==> config.mk <==
export PLATFORM = sky130hd
export DESIGN_NAME = hilo_muldiv_sequencer
export DESIGN_NICKNAME = d
export VERILOG_FILES = /design/src/rtl/hilo_muldiv_sequencer.sv
export SDC_FILE = /design/constraint.sdc
export NUM_CORES = 1
export LEC_CHECK = 0
export CORE_MARGIN = 5
export CORE_UTILIZATION = 60
export CTS_CLUSTER_SIZE = 12
export DETAILED_ROUTE_END_ITERATION = 8
export PLACE_DENSITY_LB_ADDON = 0.15
export SLEW_MARGIN = 30
export SYNTH_ARGS = -nofsm -noshare
export SYNTH_HDL_FRONTEND = slang
export SYNTH_SLANG_ARGS = --single-unit
==> constraint.sdc <==
create_clock -name clk -period 8.55 [get_ports clk]
set_input_delay 2.1375 -clock clk [delete_from_list [all_inputs] [get_ports clk]]
set_output_delay 2.1375 -clock clk [all_outputs]
set_load 0.005 [all_outputs]
==> src/rtl/hilo_muldiv_sequencer.sv <==
// hilo_muldiv_sequencer
// Iterative multiply/divide unit that owns the HI/LO register pair.
// Each MULTU/DIVU runs one iteration per cycle. The pipeline is stalled while
// an operation is in flight and a HI/LO read or a new operation is requested.
//
// Ports:
//   clk, rst_n      clock (rising edge), asynchronous active-low reset
//   Start           request a new operation (held by requester while Stall)
//   IsDiv           1 = divide, 0 = multiply (sampled with Start)
//   IsSigned        signed request (only honoured with MULDIV_SIGNED_EN)
//   SrcA, SrcB      multiplicand/dividend and multiplier/divisor
//   LHRead          01 = read LO, 10 = read HI, 00/11 = none
//   Flush           abort an operation still in RUN/FIXUP
//   Busy            operation in flight
//   Stall           pipeline stall request
//   Done            one-cycle pulse in the cycle HI/LO are written
//   LHData          committed HI or LO selected by LHRead, else 0
//
// Build option: define MULDIV_SIGNED_EN to add signed MULT/DIV with a
// one-cycle FIXUP state for sign correction.

module hilo_muldiv_sequencer #(
  parameter int WIDTH = 32,
  parameter int CNT_W = 6
) (
  input  logic             clk,
  input  logic             rst_n,
  input  logic             Start,
  input  logic             IsDiv,
  input  logic             IsSigned,
  input  logic [WIDTH-1:0] SrcA,
  input  logic [WIDTH-1:0] SrcB,
  input  logic [1:0]       LHRead,
  input  logic             Flush,
  output logic             Busy,
  output logic             Stall,
  output logic             Done,
  output logic [WIDTH-1:0] LHData
);

`ifdef MULDIV_SIGNED_EN
  typedef enum logic [1:0] {IDLE = 2'd0, RUN = 2'd1, FIXUP = 2'd2, COMMIT = 2'd3} state_t;
`else
  typedef enum logic [1:0] {IDLE = 2'd0, RUN = 2'd1, COMMIT = 2'd3} state_t;
`endif

  state_t state, next_state;

  logic [WIDTH-1:0] hi_q, lo_q;
  logic [WIDTH-1:0] acc_hi, acc_lo, opb;
  logic             op_div;
  logic [CNT_W-1:0] count;
  logic             accept, last_iter;
  logic [WIDTH-1:0] mag_a, mag_b;
  logic [WIDTH:0]   mul_sum, div_rsh;
  logic [WIDTH-1:0] div_diff, step_hi, step_lo;
  logic             div_ge;

`ifdef MULDIV_SIGNED_EN
  logic               op_signed, sign_diff, sign_a;
  logic               neg_a, neg_b;
  logic [WIDTH-1:0]   fix_hi, fix_lo;
  logic [2*WIDTH-1:0] prod_neg;

  // The core always runs unsigned; signed operands enter as magnitudes.
  assign neg_a = IsSigned & SrcA[WIDTH-1];
  assign neg_b = IsSigned & SrcB[WIDTH-1];
  assign mag_a = neg_a ? -SrcA : SrcA;
  assign mag_b = neg_b ? -SrcB : SrcB;

  // Sign correction. A zero divisor keeps the all-ones quotient untouched so
  // the result matches the unsigned divide-by-zero behaviour (HI = SrcA).
  always_comb begin
    fix_hi   = acc_hi;
    fix_lo   = acc_lo;
    prod_neg = -{acc_hi, acc_lo};
    if (op_div) begin
      if (sign_a)                  fix_hi = -acc_hi;
      if (sign_diff && opb != '0)  fix_lo = -acc_lo;
    end else if (sign_diff) begin
      {fix_hi, fix_lo} = prod_neg;
    end
  end
`else
  logic unused_is_signed;
  assign unused_is_signed = IsSigned;
  assign mag_a = SrcA;
  assign mag_b = SrcB;
`endif

  assign last_iter = (count == CNT_W'(WIDTH - 1));

  // One shift-add or restoring-divide step. The divide remainder never
  // exceeds WIDTH bits after the step, so only the shifted-in compare needs
  // the extra bit.
  always_comb begin
    mul_sum  = {1'b0, acc_hi} + (acc_lo[0] ? {1'b0, opb} : '0);
    div_rsh  = {acc_hi, acc_lo[WIDTH-1]};
    div_ge   = (div_rsh >= {1'b0, opb});
    div_diff = div_rsh[WIDTH-1:0] - opb;
    if (op_div) begin
      step_hi = div_ge ? div_diff : div_rsh[WIDTH-1:0];
      step_lo = {acc_lo[WIDTH-2:0], div_ge};
    end else begin
      step_hi = mul_sum[WIDTH:1];
      step_lo = {mul_sum[0], acc_lo[WIDTH-1:1]};
    end
  end

  always_ff @(posedge clk or negedge rst_n) begin
    if (!rst_n) state <= IDLE;
    else        state <= next_state;
  end

  // Next state and control outputs. Flush alongside Start in IDLE wins.
  always_comb begin
    next_state = state;
    accept     = 1'b0;
    Done       = 1'b0;
    case (state)
      IDLE: begin
        if (Start && !Flush) begin
          accept     = 1'b1;
          next_state = RUN;
        end
      end
      RUN: begin
        if (Flush) begin
          next_state = IDLE;
        end else if (last_iter) begin
`ifdef MULDIV_SIGNED_EN
          next_state = op_signed ? FIXUP : COMMIT;
`else
          next_state = COMMIT;
`endif
        end
      end
`ifdef MULDIV_SIGNED_EN
      FIXUP: next_state = Flush ? IDLE : COMMIT;
`endif
      COMMIT: begin
        Done       = 1'b1;
        next_state = IDLE;
      end
      default: next_state = IDLE;
    endcase
  end

  assign Busy  = (state != IDLE);
  assign Stall = Busy & (Start | (LHRead == 2'b01) | (LHRead == 2'b10));

  // Working accumulator and the architectural HI/LO registers. HI/LO are
  // only ever written in COMMIT, so reads never see partial results.
  always_ff @(posedge clk or negedge rst_n) begin
    if (!rst_n) begin
      hi_q   <= '0;
      lo_q   <= '0;
      acc_hi <= '0;
      acc_lo <= '0;
      opb    <= '0;
      op_div <= 1'b0;
      count  <= '0;
`ifdef MULDIV_SIGNED_EN
      op_signed <= 1'b0;
      sign_diff <= 1'b0;
      sign_a    <= 1'b0;
`endif
    end else begin
      if (accept) begin
        acc_hi <= '0;
        acc_lo <= mag_a;
        opb    <= mag_b;
        op_div <= IsDiv;
        count  <= '0;
`ifdef MULDIV_SIGNED_EN
        op_signed <= IsSigned;
        sign_diff <= neg_a ^ neg_b;
        sign_a    <= neg_a;
`endif
      end else if (state == RUN && !Flush) begin
        acc_hi <= step_hi;
        acc_lo <= step_lo;
        count  <= count + 1'b1;
      end
`ifdef MULDIV_SIGNED_EN
      else if (state == FIXUP && !Flush) begin
        acc_hi <= fix_hi;
        acc_lo <= fix_lo;
      end
`endif
      if (state == COMMIT) begin
        hi_q <= acc_hi;
        lo_q <= acc_lo;
      end
    end
  end

  always_comb begin
    case (LHRead)
      2'b01:   LHData = lo_q;
      2'b10:   LHData = hi_q;
      default: LHData = '0;
    endcase
  end

endmodule

## After elaboration in Yosys (flattened, before gate mapping)

Cells that the tools add are included.

| word-level totals | value |
|---|---|
| bits in registers | 169 |
| output and inout bits | 35 |

| cells by class | value |
|---|---|
| bitwise operators | 3 |
| eq/ne operators | 7 |
| reduce and logical (&&, ||, !) cells | 7 |
| add/subtract/negate cells | 3 |
| $lt $le $gt $ge | 1 |
| mux-type cells | 18 |

Operator list:

| operator | number |
|---|---|
| 2-to-1 mux 32 bit | 8 |
| one-hot mux 32 bit (2 select lines) | 1 |
| adder 32 x 32 -> 33 bit | 1 |
| greater-or-equal comparator 33 x 32 -> 1 bit | 1 |
| subtractor 32 bit | 1 |
| 2-to-1 mux 6 bit | 2 |
| adder 6 x 1 -> 6 bit, second input constant | 1 |
| equality test 6 x 5 -> 1 bit, second input constant | 1 |
| 2-to-1 mux 2 bit | 3 |
| equality test 2 x 1 -> 1 bit, second input constant | 2 |
| equality test 2 bit, second input constant | 2 |
| one-hot mux 2 bit (2 select lines) | 1 |
| nonzero test 2 bit | 2 |
| 2-to-1 mux 1 bit | 3 |
| != test 3 bit, second input constant | 1 |
| logical AND 1 bit | 2 |
| logical NOT 2 bit | 1 |
| != test 2 bit, second input constant | 1 |
| OR 1 bit | 2 |
| AND reduction 2 bit | 1 |
| bitwise AND 1 bit | 1 |
| logical NOT 1 bit | 1 |

## Longest topological paths before layout

Gate-level depths: netlist of run 1.

| depth | value |
|---|---|
| depth in word-level cells | 5 |
| gate-level depth with buffers | 14 |
| mapped depth without buffers | 13 |

## Least setup slack after synthesis of run 1

OpenSTA, ideal clock, no wires.

| timing path | value |
|---|---|
| kind | input-to-output |
| start | in LHRead[0] |
| end | out LHData[30] |
| arrival time | 3.006 ns |
| buffers on the path | 2 |
| required time | 6.412 ns |
| stages on the path | 6 |
| setup slack | 3.407 ns |
| path through | inv_1 > ha_1 > clkbuf_1 > clkbuf_1 > a22oi_1 > nor2_1 |

| on the way | value |
|---|---|
| word-level cells in the longest chain between the ends | 2 |
| elaborated cells between the ends (all ways) | 3 |
| classes of those cells | eq/ne: 2; mux: 1 |

Ends and longest elaborated chain:

| element | line | text |
|---|---|---|
| from (decl) | 33 | `input logic [1:0] LHRead,` |
| equality test 2 bit / equality test 2 x 1 -> 1 bit (equally long branches) | 199 | `case (LHRead)` |
| one-hot mux 32 bit (2 select lines) * | 199 |  |
| to (decl) | 38 | `output logic [WIDTH-1:0] LHData` |

Every way passes the cells marked *; elsewhere a longest branch is shown, timed or not.

## Worst setup path in the final report of run 1

| timing path | value |
|---|---|
| start | in LHRead[0] |
| end | out LHData[2] |

The elaborated chain is that of the path after synthesis.

==> results of run 1 <==
[logic make-up (layout without fill, tap and decap cells)]
family                     after synthesis  after routing  share of synthesized area
AOI/OAI and AO/OA                      398            398                      0.218
and+or+nand+nor                        396            396                      0.158
DFF                                    169            169                      0.366
xor gates and xnor gates                53             53                     0.0402
muxes                                  103            103                     0.0961
buffers and inverters                  133            201                     0.0456
adders and majority gates               69             69                     0.0760
[flip-flops by register name, summed over array words and instances (netlist names)]
| register | count |
|---|---|
| op_div | 1 |
| state | 2 |
| hi_q | 32 |
| opb | 32 |
| count | 6 |
| lo_q | 32 |
| acc_lo | 32 |
| acc_hi | 32 |
[cell usage in the layout (no fill, tap or decap), drive strengths merged, types with 4 or more instances in the layout]
cell type,instances
o31ai,5
o31a,5
a31oi,12
clkdlybuf4s50,104
a21o,29
o211ai,9
xor2,23
xnor2,30
o21a,5
o211a,4
nand3,23
and4,5
a21boi,5
clkbuf,18
a21oi,107
buf,13
nand3b,5
o221ai,5
inv,60
a41oi,4
nand4,12
nor2,122
dfrtp,169
or2,4
and3,6
nand2,141
clkinv,6
mux2i,40
a211oi,14
nor3,14
mux2,63
or3,4
a22oi,39
and2,34
nand2b,11
o21ai,126
a22o,4
ha,67
[worst max-delay path, stage by stage]
cell,delay (ns)
clkdlybuf4s50_1,0.44
inv_1,0.07
ha_2,0.61
a22oi_1,0.21
nor2_1,0.15
clkdlybuf4s50_1,0.52
[final cells by class]
cell class              instances  share of cell area
multi-input cells            1019               0.512
flip-flops and latches        169               0.318
repair buffers                117              0.0861
clock buffers                  18              0.0322
well taps                     260              0.0244
inverters                      52              0.0147
clock inverters                14              0.0130
[per-layer routing]
metal  up-vias  GRT usage  wire length [um]
met5         -          0                 0
met4         0     0.0888               740
met3        47     0.0413              1870
met2       380      0.479             15400
met1      4944      0.385             13600
li1       4845          -                 -
[power groups by stage]
stage	combinational (mW)	clock, mW	sequential (mW)
4_1_cts	1.75	0.791	1.12
2_1_floorplan	1.39	0	1.05
6_report	1.78	0.785	1.13
3_3_place_gp	1.70	0	1.13
5_1_grt	1.96	0.828	1.14
3_5_place_dp	1.74	0	1.14
[final timing paths]
| kind | slack (ns) | from | cells past startpoint | endpoint |
|---|---|---|---|---|
| max in group asynchronous | 5.03 | rst_n | 3 | op_div |
| worst min-delay path | 0.48 | count[5] | 1 | state[1] |
| worst max register to register | 4.45 | acc_lo[0] | 13 | acc_hi[29] |
| worst max-delay path | 2.26 | LHRead[0] | 6 | LHData[2] |
| min in group asynchronous | 1.76 | rst_n | 1 | acc_lo[8] |
| worst min register to register | 0.48 | count[5] | 1 | state[1] |
[metrics by stage]
stage               cells  setup WS [ns]
floorplan            1321           3.41
global placement     1617           1.98
detailed placement   1617           2.29
CTS                  1649           2.29
global route         1649           2.14
finish               1649           2.26
==> results.md, run 1 <==
* Total Wirelength at around 32 mm
* Crit Path Category: input port to output port
* Mapped Cells at between 1,000 and 1,500
* Share of power burned in registers at 0.305
* Area share of the largest cell type after synthesis at 0.366
* Initial antenna violation count at 0
* DRC at 0
* Final hold violations at 0
* Resized Gates After CTS at 0
* Final Net Count at 1,517
* RSZ-0062 raised after global routing: no
* Max-slew headroom at 0.251
* Die Width at about 150 um
* Gr ovfl total at 0
* Count leader, synth: dfrtp_1
* Setup crit end kind: output port
* Final Cycle Share at 0.736
* Asr flop ratio synth at 1.00
* CTS Hold Bufs at 0
* Num rows at 50
* Startpoint Class: input port
* Core area at around 19,000 um2
* Crit path DAT at 4.16 ns
* Clock Path Buffers at 2
* Comb pwr share at 0.483
* Routed via count at just over 10,000
* CTS tree: built
* Mapped Area at 11,500 um2
* CTS Sinks at between 150 and 200
* Register bit count reported by yosys at 169
* Detail Route Antenna Nets at 0
* Pwr/cell area at roughly 280 nW/um2
* Reg area at 4230 um2
* Placement Cell Area at between 10,000 and 15,000 um2
* Switching part of the total at 0.444
* First-pass GRT wire length at approximately 51 mm
* Setup Buffers After CTS at 0
* Die height at 149 um
* Synth area leader: dfrtp_1
* Fin util at 0.707
* Vias in the first global route at between 9,000 and 10,000
* Placer Congestion at slightly above 1
* CTS root buffer: clkbuf_16
* Crit path max fanout at 33
* Pin count of the biggest net entering global routing at 91
* Total CTS buffers at 17
* Tightest Pin Transition at roughly 1.1 ns
* Clock power share at 0.213
* Post-synth EDFFs at 0
* Antenna diodes at 0
* Boundary Pins at about 110
* Share of post-route cells with drive strength above 1 at 0.0900
* Area contributors post-synth: dfrtp_1 (37%), ha_1 (7.3%), mux2_2 (6.0%)
* DR iter-0 viols at ~870
* Register area share after synthesis at 0.366
* Cell Int Power at about 2 mW
* Synth cell types at 75
* Syn_nets at approximately 1,500
* Overall routing resource usage at 0.285
* HPWL after detailed placement at ~22 mm
* Post-route minimum period at roughly 6.3 ns
* Setup TNS at 0 ns
* Drt wl/cell at around 19 um
* Status: finished, final reports clean
* Clk_skew at 0.00976 ns
* Port Buffers at between 100 and 150
* Vias per cell at ~6.2
* Pins Over Slew Limit at 0
* # fillers at between 1,000 and 1,500
* Pwr Total at about 3.7 mW
* Area growth syn-to-layout at 15.3%
* Peak Freq at 159 MHz
* Finished Cell Area at 13,300 um2
* Switch Pwr at 1.64 mW
* Worst EP required at around 6.4 ns
* Predominant post-synthesis flop cell: dfrtp_1
* Drt pass-1 iters at 6
* Max Cap Violations at 0
* Worst Hold Margin at between 0.4 and 0.5 ns
* Initial core utilization at 0.613
* Hold Path Class: flop to flop
* H-tree depth at 4
* Commonest cells in the netlist: dfrtp_1 (169), nand2_1 (141), nor2_1 (122)
* Final count of negative-setup-slack endpoints at 0
* VDD IR max at approximately 160 uV
* Die ar. at approximately 22,000 um2
* Mean Syn Cell Area at roughly 8.7 um2
* Area of the multi-input gates at 6810 um2
* Clock slew at reported path FFs at approximately 0.07 ns
* Latest clock arrival within the worst-skew pair at around 0.44 ns
* Leak at 6.12 nW
* YS warnings at 0
Power figures use the tool's default switching activity.
==> run 2: changes to the inputs <==
--- a/config.mk
+++ b/config.mk
@@ -6,7 +6,7 @@
 export NUM_CORES = 1
 export LEC_CHECK = 0
 export CORE_MARGIN = 5
-export CORE_UTILIZATION = 60
+export CORE_UTILIZATION = 53
 export CTS_CLUSTER_SIZE = 12
 export DETAILED_ROUTE_END_ITERATION = 8
 export PLACE_DENSITY_LB_ADDON = 0.15
==> constraint.sdc (replaced) <==
create_clock -name clk -period 5.2 [get_ports clk]
set_input_delay 1.3 -clock clk [delete_from_list [all_inputs] [get_ports clk]]
set_output_delay 1.3 -clock clk [all_outputs]
set_load 0.005 [all_outputs]
==> run 2 against run 1 <==
Net effect:
- combinational power increased by 62%
- clock skew increased by 0.0046 ns
- sequential share of layout area decreased by 0.13 points
- via count decreased by 2.9%
- register-to-register slack got worse by 3.4 ns
- final cell count increased by 1.3%
- cell area increased by 0.40%
- wire length decreased by 2.0%
- largest power group unchanged
==> results.md, run 2 (synthesis results as in run 1) <==
* Initial antenna violation count at 0 (unchanged)
* Placer Congestion at 0.987 (-2.4%)
* DR iter-0 viols at 851 (-2.4%)
* Vias in the first global route at 9,572 (-1.6%)
* Pins Over Slew Limit at 0 (unchanged)
* Placement Cell Area at 12,800 um2 (+0.39%)
* Setup Buffers After CTS at 0 (unchanged)
* CTS root buffer: clkbuf_16
* Clock slew at reported path FFs at 0.07 ns (about the same)
* Crit-path max cell delay at 0.72 ns (+0.11 ns)
* Vias per cell at 5.94 (-4.2%)
* Core area at 21,600 um2 (+15%)
* Tightest Pin Transition at 0.880 ns (-0.239 ns)
* Share of post-route cells with drive strength above 1 at 0.0913 (+0.00131)
* Clk_skew at 0.0144 ns (+0.00460 ns)
* Pwr Total at 6.03 mW (+63%)
* Crit path DAT at 3.19 ns (-0.97 ns)
* Crit Path Category: input port to output port
* Setup TNS at 0 ns (unchanged)
* Hold Path Class: flop to flop
* Pwr/cell area at 452 nW/um2 (+63%)
* Drt pass-1 iters at 6 (unchanged)
* Final count of negative-setup-slack endpoints at 0 (unchanged)
* Drt wl/cell at 18.5 um (-3.3%)
* Die height at 158 um (+6.0%)
* Die Width at 158 um (+6.0%)
* Num rows at 54 (+8.0%)
* CTS Hold Bufs at 0 (unchanged)
* Die ar. at 24,800 um2 (+12%)
* Setup crit end kind: output port
* DRC at 0 (unchanged)
* CTS tree: built
* Status: finished, final reports clean
* Peak Freq at between 200 and 250 MHz
* HPWL after detailed placement at 22.1 mm (-0.79%)
* Detail Route Antenna Nets at 0 (unchanged)
* Routed via count at 9,921 (-2.9%)
* R2r setup slk at 1.07 ns (-3.38 ns)
* Antenna diodes at 0 (unchanged)
* Commonest non-fill, non-tap cells in the layout: dfrtp_1 (168), nand2_1 (140), nor2_1 (121), a21oi_1 (107), clkdlybuf4s50_1 (104)
* Final Cycle Share at 0.864
* Overall routing resource usage at 0.250 (-0.0356)
* Cell with the most instances on the worst path: clkdlybuf4s50_1
* # fillers at 1,882 (+29%)
* First-pass GRT wire length at 49.5 mm (-2.5%)
* Area of the multi-input gates at 6810 um2 (unchanged)
* Crit path max fanout at 32 (-3.0%)
* Leak at 6.13 nW (+0.23%)
* CTS Sinks at 169 (unchanged)
* Reg area at 4230 um2 (unchanged)
* Final Net Count at 1,519 (+0.13%)
* VDD IR max at 267 uV (+63%)
* Port Buffers at 105 (unchanged)
* Startpoint Class: input port
* Final hold violations at 0 (unchanged)
* Pin count of the biggest net entering global routing at 135 (+48%)
* Worst EP required at 3.90 ns (-2.51 ns)
* Area growth syn-to-layout at 15.7%
* Total CTS buffers at 17 (unchanged)
* H-tree depth at 4 (unchanged)
* Crit-path slowest cell: ha_2
* Gr ovfl total at 0 (unchanged)
* Max-slew headroom at 0.413 (+0.162)
* Initial core utilization at 0.534 (-0.0792)
* Total Wirelength at 30.9 mm (-2.0%)
* RSZ-0062 raised after global routing: no
* Finished Cell Area at 13,400 um2 (+0.40%)
* Crit-path cells: clkdlybuf4s50_1 -> inv_1 -> ha_2 -> nor2_1 -> clkdlybuf4s50_1
* Post-route minimum period at between 4 and 5 ns
* Resized Gates After CTS at 0 (unchanged)
* Latest clock arrival within the worst-skew pair at 0.44 ns (about the same)
* Max Cap Violations at 0 (unchanged)
* Boundary Pins at 107 (unchanged)
* Clock Path Buffers at 2 (unchanged)
* Commonest non-fill, non-tap cell in the layout: dfrtp_1
[run 2: final timing paths]
check                      depth (start not counted)         end      start
max                                                5   LHData[3]  LHRead[0]
min                                                1    state[1]   count[5]
max reg2reg                                       13  acc_hi[29]  acc_lo[0]
min reg2reg                                        1    state[1]   count[5]
max in group asynchronous                          2  acc_hi[20]      rst_n
min in group asynchronous                          1   acc_lo[8]      rst_n
[run 2: power by group]
part | total (mW) | internal, mW | switching [mW]
clock | 1.30 | 0.653 | 0.645
sequential | 1.85 | 1.53 | 0.322
combinational | 2.88 | 1.20 | 1.69
total | 6.03 | 3.38 | 2.65
[run 2: final cells by class]
type,instances,area share
Clock inverter,14,0.0131
Multi-Input combinational cell,1019,0.510
Inverter,52,0.0146
Tap cell,280,0.0262
Clock buffer,18,0.0321
Timing Repair Buffer,119,0.0877
Sequential cell,169,0.317
[run 2: layer usage]
metal,vias up,share of wire,GRT usage
li1,4851,-,-
met1,4755,0.45,0.341
met2,255,0.48,0.411
met3,60,0.041,0.0399
met4,0,0.029,0.0782
met5,-,0,0
[run 2: per-stage QoR]
step           hold slack, ns  utilization  setup WS, ns  instances
2_1_floorplan           0.418            -          1.73       1321
3_3_place_gp            0.440        0.590         0.511       1639
3_5_place_dp            0.439        0.590         0.374       1639
4_1_cts                 0.460        0.618         0.375       1671
5_1_grt                 0.485        0.618         0.606       1671
6_report                0.461        0.618         0.707       1671
[run 2: worst max-delay path, delay by kind of cell]
family        cells  cell delay (ns)
fa+ha+maj         1             0.72
buf+inv           3             1.02
simple gates      1             0.15
